<file path="src/rtl/aes_dec_round_sched.sv">
// aes_dec_round_sched
// Round scheduler for the AES inverse cipher. Runs ARK / ISB / IMC over the
// shared statemt memory in decryption order, drives the ARK round index and
// selects which sub-block owns statemt.
//
// Optional build macro: SCHED_TIMEOUT_EN adds a per-op watchdog that aborts
// the run with err=1 when a sub-block never answers.
//
// state  | meaning
// -------+-----------------------------------------------------------
// S_IDLE | waiting for ap_start
// S_ARK0 | initial AddRoundKey with n=NR
// S_ISB  | InvShiftRow+ByteSub of an inner round
// S_ARK  | AddRoundKey of an inner round, n=round
// S_IMC  | InvMixColumn of an inner round
// S_FISB | InvShiftRow+ByteSub of the final round
// S_FARK | final AddRoundKey with n=0
// S_END  | one-cycle ap_done/ap_ready pulse, then back to S_IDLE
module aes_dec_round_sched #(
    parameter int N_W = 5
`ifdef SCHED_TIMEOUT_EN
    ,
    parameter int TIMEOUT_CYCLES = 255
`endif
) (
    input  logic           ap_clk,
    input  logic           ap_rst_n,
    input  logic           ap_start,
    input  logic [1:0]     key_type,
    output logic           ap_done,
    output logic           ap_ready,
    output logic           ap_idle,
    output logic           err,
    output logic           ark_start,
    input  logic           ark_done,
    output logic [N_W-1:0] ark_n,
    output logic           isb_start,
    input  logic           isb_done,
    output logic           imc_start,
    input  logic           imc_done,
    output logic [1:0]     mem_sel
);

    typedef enum logic [2:0] {
        S_IDLE, S_ARK0, S_ISB, S_ARK, S_IMC, S_FISB, S_FARK, S_END
    } state_t;

    localparam logic [1:0] SEL_ARK  = 2'd0;
    localparam logic [1:0] SEL_ISB  = 2'd1;
    localparam logic [1:0] SEL_IMC  = 2'd2;
    localparam logic [1:0] SEL_NONE = 2'd3;

    state_t         r_state;
    logic [N_W-1:0] r_round;
    logic [N_W-1:0] r_ark_n;
    logic           r_ark_start;
    logic           r_isb_start;
    logic           r_imc_start;
    logic [1:0]     r_mem_sel;
    logic           r_done;
    logic           r_idle;
    logic           r_err;
    logic           r_err_pend;

    logic [N_W-1:0] w_nr;
    logic           w_timeout;

    // Number of rounds for the requested key size; 0 for the illegal code
    always_comb begin
        w_nr = '0;
        case (key_type)
            2'd0:    w_nr = N_W'(10);
            2'd1:    w_nr = N_W'(12);
            2'd2:    w_nr = N_W'(14);
            default: w_nr = '0;
        endcase
    end

`ifdef SCHED_TIMEOUT_EN
    logic [7:0] r_to_cnt;
    logic       w_any_start;
    logic       w_act_done;

    assign w_any_start = r_ark_start | r_isb_start | r_imc_start;
    assign w_act_done  = (r_ark_start & ark_done) | (r_isb_start & isb_done)
                       | (r_imc_start & imc_done);
    assign w_timeout   = w_any_start && !w_act_done
                       && (r_to_cnt == 8'(TIMEOUT_CYCLES - 1));

    // Watchdog: counts cycles an issued op waits; idles at 0 between ops so
    // every issue starts from a cleared count
    always_ff @(posedge ap_clk or negedge ap_rst_n) begin
        if (!ap_rst_n) begin
            r_to_cnt <= '0;
        end else if (!w_any_start || w_act_done || w_timeout) begin
            r_to_cnt <= '0;
        end else begin
            r_to_cnt <= r_to_cnt + 8'd1;
        end
    end
`else
    assign w_timeout = 1'b0;
`endif

    // Scheduler FSM: each op state first issues its start (one cycle after the
    // previous done), then waits for its own done and moves on
    always_ff @(posedge ap_clk or negedge ap_rst_n) begin
        if (!ap_rst_n) begin
            r_state     <= S_IDLE;
            r_round     <= '0;
            r_ark_n     <= '0;
            r_ark_start <= 1'b0;
            r_isb_start <= 1'b0;
            r_imc_start <= 1'b0;
            r_mem_sel   <= SEL_NONE;
            r_done      <= 1'b0;
            r_idle      <= 1'b1;
            r_err       <= 1'b0;
            r_err_pend  <= 1'b0;
        end else begin
            r_done <= 1'b0;
            r_err  <= 1'b0;
            if (w_timeout) begin
                r_ark_start <= 1'b0;
                r_isb_start <= 1'b0;
                r_imc_start <= 1'b0;
                r_mem_sel   <= SEL_NONE;
                r_err_pend  <= 1'b1;
                r_state     <= S_END;
            end else begin
                case (r_state)
                    S_IDLE: begin
                        if (ap_start) begin
                            r_idle <= 1'b0;
                            if (key_type != 2'd3) begin
                                r_round     <= w_nr;
                                r_ark_n     <= w_nr;
                                r_ark_start <= 1'b1;
                                r_mem_sel   <= SEL_ARK;
                                r_err_pend  <= 1'b0;
                                r_state     <= S_ARK0;
                            end else begin
                                r_err_pend <= 1'b1;
                                r_state    <= S_END;
                            end
                        end
                    end
                    S_ARK0: begin
                        if (r_ark_start && ark_done) begin
                            r_ark_start <= 1'b0;
                            r_mem_sel   <= SEL_NONE;
                            r_round     <= r_round - N_W'(1);
                            r_state     <= S_ISB;
                        end
                    end
                    S_ISB, S_FISB: begin
                        if (!r_isb_start) begin
                            r_isb_start <= 1'b1;
                            r_mem_sel   <= SEL_ISB;
                        end else if (isb_done) begin
                            r_isb_start <= 1'b0;
                            r_mem_sel   <= SEL_NONE;
                            r_state     <= (r_state == S_ISB) ? S_ARK : S_FARK;
                        end
                    end
                    S_ARK, S_FARK: begin
                        if (!r_ark_start) begin
                            r_ark_start <= 1'b1;
                            r_mem_sel   <= SEL_ARK;
                            r_ark_n     <= (r_state == S_FARK) ? '0 : r_round;
                        end else if (ark_done) begin
                            r_ark_start <= 1'b0;
                            r_mem_sel   <= SEL_NONE;
                            r_state     <= (r_state == S_ARK) ? S_IMC : S_END;
                        end
                    end
                    S_IMC: begin
                        if (!r_imc_start) begin
                            r_imc_start <= 1'b1;
                            r_mem_sel   <= SEL_IMC;
                        end else if (imc_done) begin
                            r_imc_start <= 1'b0;
                            r_mem_sel   <= SEL_NONE;
                            // round==1 means the last inner round is done;
                            // the final round has no IMC and uses n=0
                            if (r_round > N_W'(1)) begin
                                r_round <= r_round - N_W'(1);
                                r_state <= S_ISB;
                            end else begin
                                r_state <= S_FISB;
                            end
                        end
                    end
                    S_END: begin
                        r_done  <= 1'b1;
                        r_err   <= r_err_pend;
                        r_idle  <= 1'b1;
                        r_state <= S_IDLE;
                    end
                    default: begin
                        r_state <= S_IDLE;
                    end
                endcase
            end
        end
    end

    assign ap_done   = r_done;
    assign ap_ready  = r_done;
    assign ap_idle   = r_idle;
    assign err       = r_err;
    assign ark_start = r_ark_start;
    assign isb_start = r_isb_start;
    assign imc_start = r_imc_start;
    assign ark_n     = r_ark_n;
    assign mem_sel   = r_mem_sel;

endmodule
</file>
<file path="config.mk">
export PLATFORM = sky130hd
export DESIGN_NAME = aes_dec_round_sched
export DESIGN_NICKNAME = d
export VERILOG_FILES = /design/src/rtl/aes_dec_round_sched.sv
export SDC_FILE = /design/constraint.sdc
export NUM_CORES = 1
export LEC_CHECK = 0
export ABC_AREA = 1
export ABC_CLOCK_PERIOD_IN_PS = 2200
export BUFFER_PORTS_ARGS = -buffer_cell sky130_fd_sc_hd__buf_4
export CORE_ASPECT_RATIO = 1.1
export CORE_MARGIN = 2
export CORE_UTILIZATION = 40
export CTS_CLUSTER_SIZE = 25
export DETAILED_ROUTE_END_ITERATION = 8
export PLACE_DENSITY = 0.62
export SLEW_MARGIN = 15
export SYNTH_ARGS = -nofsm -noshare
export SYNTH_HDL_FRONTEND = slang
export SYNTH_SLANG_ARGS = --single-unit
</file>
<file path="constraint.sdc">
create_clock -name ap_clk -period 2.2 [get_ports ap_clk]
set_input_delay 0.22 -clock ap_clk [delete_from_list [all_inputs] [get_ports ap_clk]]
set_output_delay 0.22 -clock ap_clk [all_outputs]
set_load 0.005 [all_outputs]
</file>
==> metrics.log <==
INFO  metric outcome = completed
INFO  metric die_height = 69.2 microns
INFO  metric grt_usage = 16.5%
INFO  metric syn_area_per_cell = approximately 7.6 sq um
INFO  metric ys_dominant_reg_cell = dfrtp_1
INFO  metric startpoint_of_the_worst_register_to_register_path = r_state[1]$_DFFE_PN0P_
INFO  metric floorplan.rows = 23
INFO  metric design.die.area = 4380 sq um
INFO  metric core_box_area = approximately 3700 sq um
INFO  metric number_of_iterations_in_the_first_detailed_routing_pass = 4
INFO  metric max_freq = between 0.6 and 0.7 GHz
INFO  metric ys_seq_area_share = ~36%
INFO  metric final-max-slew-violation-count = 0
INFO  metric critical-path-max-stage-delay = a little under 0.7 ns
INFO  metric rsz0062_at_grt = no
INFO  metric port_buffers = 21
INFO  metric yosys.area_share.xor_xnor = between 1 and 1.5%
INFO  metric worst_ep_arrival_time = approximately 1.8 ns
INFO  metric timing.setup.critical_path_class = reg -> reg
INFO  metric proportion_of_synthesized_area_in_mux_cells = 0%
INFO  metric pwr_density_cell = 1530 nW/um^2
INFO  metric cts_buffer_depth = 2
INFO  metric detail_route.wirelength = ~3.3 mm
INFO  metric insertion_delay_to_the_later_sink_of_the_worst_skew_pair = roughly 0.26 ns
INFO  metric cts_tree = yes
INFO  metric number_of_gates_resized_after_cts = 0
INFO  metric floorplan.io_pins = 22
INFO  metric synth_top_family_by_area = simple AND/OR/NAND/NOR gates
INFO  metric net_count_final = approximately 240
INFO  metric syn_nets = 216
INFO  metric worst_slew_pin_slew = 0.532 ns
INFO  metric crit_path_cell_trace = inv_1 -> nand2_1 -> nor2_1 -> nor2_4 -> nand2_1 -> and2_1 -> nand2_1 -> nand2_1
INFO  metric hold_path_startpoint = imc_done
INFO  metric worstHoldPathType = in -> reg
INFO  metric synth_warnings = 0
INFO  metric antenna_viol_nets_final = 0
INFO  metric grt_util_met2 = roughly a quarter
INFO  metric max-vdd-ir-drop = 0.619 mV
INFO  metric violation_count_after_the_first_detailed_routing_iteration = 73
INFO  metric routabilityCongestion = around 0.9
INFO  metric utilization = roughly 49%
INFO  metric drt-wirelength-per-cell = approximately 12 microns
INFO  metric cts_buffers = 3
INFO  metric compound_gate_portion_of_the_synthesized_area = under 10%
INFO  metric power.static_leakage = about 0.98 nW
INFO  metric drc = 0
INFO  metric critical_path_fanout_max = 10
INFO  metric num_vias = between 1k and 1.5k
INFO  metric power = approximately 2.7 mW
INFO  metric synth-adder-area-share = approximately 4.9%
INFO  metric post_synth_inst_count = just over 200
INFO  metric timing.slew.headroom = ~65%
INFO  metric synth_top_area_share = 30.8%
INFO  metric yosys_register_bits = 22
INFO  metric worstSetupStartpoint = r_state[1]$_DFFE_PN0P_
INFO  metric die_w = roughly 63 microns
INFO  metric crit_path_frequent_cell = nand2_1
INFO  metric route.detailed.vias_per_inst = around 4.8
INFO  metric finalClockSkew = approximately 0.0014 ns
INFO  metric remaining_global_route_overflow = 0
INFO  metric finalSetupTns = 0 ns
INFO  metric worst_ep_required_time = 2.36 ns
INFO  metric detailed_place_hpwl = approximately 2.5 mm
INFO  metric number_of_antenna_violations_at_the_first_check_in_global_routing = 0
INFO  metric clock_tree.root_cell = clkbuf_8
INFO  metric layout-area-overhead-vs-synth = 15.8%
INFO  metric grt.busiest_layer = met2
INFO  metric groute.layer.met3.usage = under 10%
INFO  metric antenna_cells_inserted = 0
INFO  metric ys_top_cells_by_count = 73 x nand2_1, 21 x nand3_1, 19 x dfrtp_1
INFO  metric final_period_minus_worst_setup_slack = roughly 1.6 ns
INFO  metric max_cap_viols = 0
INFO  metric synth_simple_gate_area_share = a little over two fifths
INFO  metric startpoint_class_of_the_critical_path = flip-flop
INFO  metric yosys.area.top_type = dfrtp_1
INFO  metric ctsHtreeMaxLevel = 1
INFO  metric final_hold_viol_count = 0
INFO  metric grt_use_met1 = between 20% and 30%
INFO  metric storage_element_area = ~550 sq um
INFO  metric multi_input_gate_area = approximately 850 sq um
INFO  metric number_of_post_cts_setup_repair_buffers = 0
INFO  metric end_kind = flip-flop
INFO  metric synth_enable_flop_cells = 0
INFO  metric start_util = a little over two fifths
INFO  metric post_route_cells_drive_above_1_share = approximately a quarter
INFO  metric synth_area = around 1500 sq um
INFO  metric ys_async_sr_fraction = between 90% and 100%
INFO  metric timing.critical_path.slowest_stage_cell = dfrtp_1
INFO  metric setup-violations-final = 0
INFO  metric first_global_vias = 1,210
INFO  metric clock_transition_at_path_regs = around 0.08 ns
INFO  metric period_share = ~73%
INFO  metric yosys.cell_count.top_type = nand2_1
INFO  metric grt_pass1_wl = ~5.7 mm
INFO  metric fill_cells = between 300 and 400
INFO  metric tritoncts_num_sinks = 22
INFO  metric grt_max_degree = 23
INFO  metric synth.distinct_cells = 31
INFO  metric ys_top_cells_by_area = dfrtp_1 31%, nand2_1 18%, nand3_1 6.8%
-- routing by layer --
layer	wire (microns)	share of wire (%)	vias to the layer above
li1	-	-	693
met1	1520	47	591
met2	1560	48	30
met3	104	3.2	5
met4	75	2.3	0
met5	0	0	-
-- path summary, 6_finish.rpt --
check | endpoint | slack, ns | depth (start not counted)
worst max-delay path | r_round[1]$_DFFE_PN0P_ | 0.60 | 8
worst min-delay path | imc_start$_DFFE_PN0P_ | 0.28 | 4
worst max register to register | r_round[1]$_DFFE_PN0P_ | 0.60 | 8
worst min register to register | mem_sel[0]$_DFFE_PN1P_ | 0.46 | 2
max in group asynchronous | ap_idle$_DFFE_PN1P_ | 1.55 | 2
min in group asynchronous | imc_start$_DFFE_PN0P_ | 0.37 | 2
-- repair_timing --
item,CTS,global route
hold buffers,1,0
endpoints found under the hold margin,19,0
setup endpoints to repair,0,0
-- metrics by stage --
| stage | std cells | setup slack [ns] | hold slack [ns] | area [sq um] |
|---|---|---|---|---|
| floorplan | 202 | 0.935 | -0.0756 | 1550 |
| global placement | 269 | 0.614 | 0.128 | 1720 |
| global route | 274 | 0.454 | 0.305 | 1790 |
| CTS | 274 | 0.590 | 0.279 | 1790 |
| finish | 274 | 0.597 | 0.280 | 1790 |
| detailed placement | 269 | 0.622 | 0.128 | 1720 |
-- power breakdown --
part,leakage (nW),internal (mW),switching (mW)
registers,0.274,0.599,0.219
logic,0.673,0.624,0.997
clock network,0.0288,0.160,0.132
total,0.975,1.38,1.35
-- state kept, by name, indices dropped and copies added (netlist names) --
register,cells
ap_done,1
ap_idle,1
ark_n,5
ark_start,1
err,1
imc_start,1
isb_start,1
mem_sel,2
r_err_pend,1
r_round,5
r_state,3
-- area by class of cell --
cell class,instances,share of cell area (%)
sequential,22,31.0
multi-input combinational,153,47.6
clock buffer,4,3.08
tap,50,3.50
timing repair buffer,22,9.37
inverter,23,5.52
-- worst max-delay path: cells and delay by family, from the launching register on --
family	cells	cell delay (ns)
buffers and inverters	1	0.12
and+or+nand+nor	7	0.68
DFF	1	0.68
-- logic make-up after synthesis --
kind of cell | after synthesis
AO/OA/AOI/OAI | 17
XOR/XNOR | 2
adder cells (fa/ha/maj) | 6
buffers and inverters | 27
flip-flops | 22
AND/OR/NAND/NOR | 128
-- cells in the final DEF, fill, tap and decap left out, drive strengths merged --
| master | instances |
|---|---|
| nand2 | 82 |
| nand3 | 28 |
| inv | 22 |
| buf | 21 |
| dfrtp | 19 |
| nor2 | 13 |
| o21ai | 10 |
| ha | 6 |
| clkbuf | 4 |
| dfstp | 3 |
| a21oi | 3 |
| o21bai | 2 |
| o22ai | 2 |
| nand4 | 2 |
| nor3 | 1 |
| clkinv | 1 |
| xnor2 | 1 |
| and2 | 1 |
| nand3b | 1 |
| xor2 | 1 |
| dlygate4sd3 | 1 |
(Power assumes the default switching activity.)
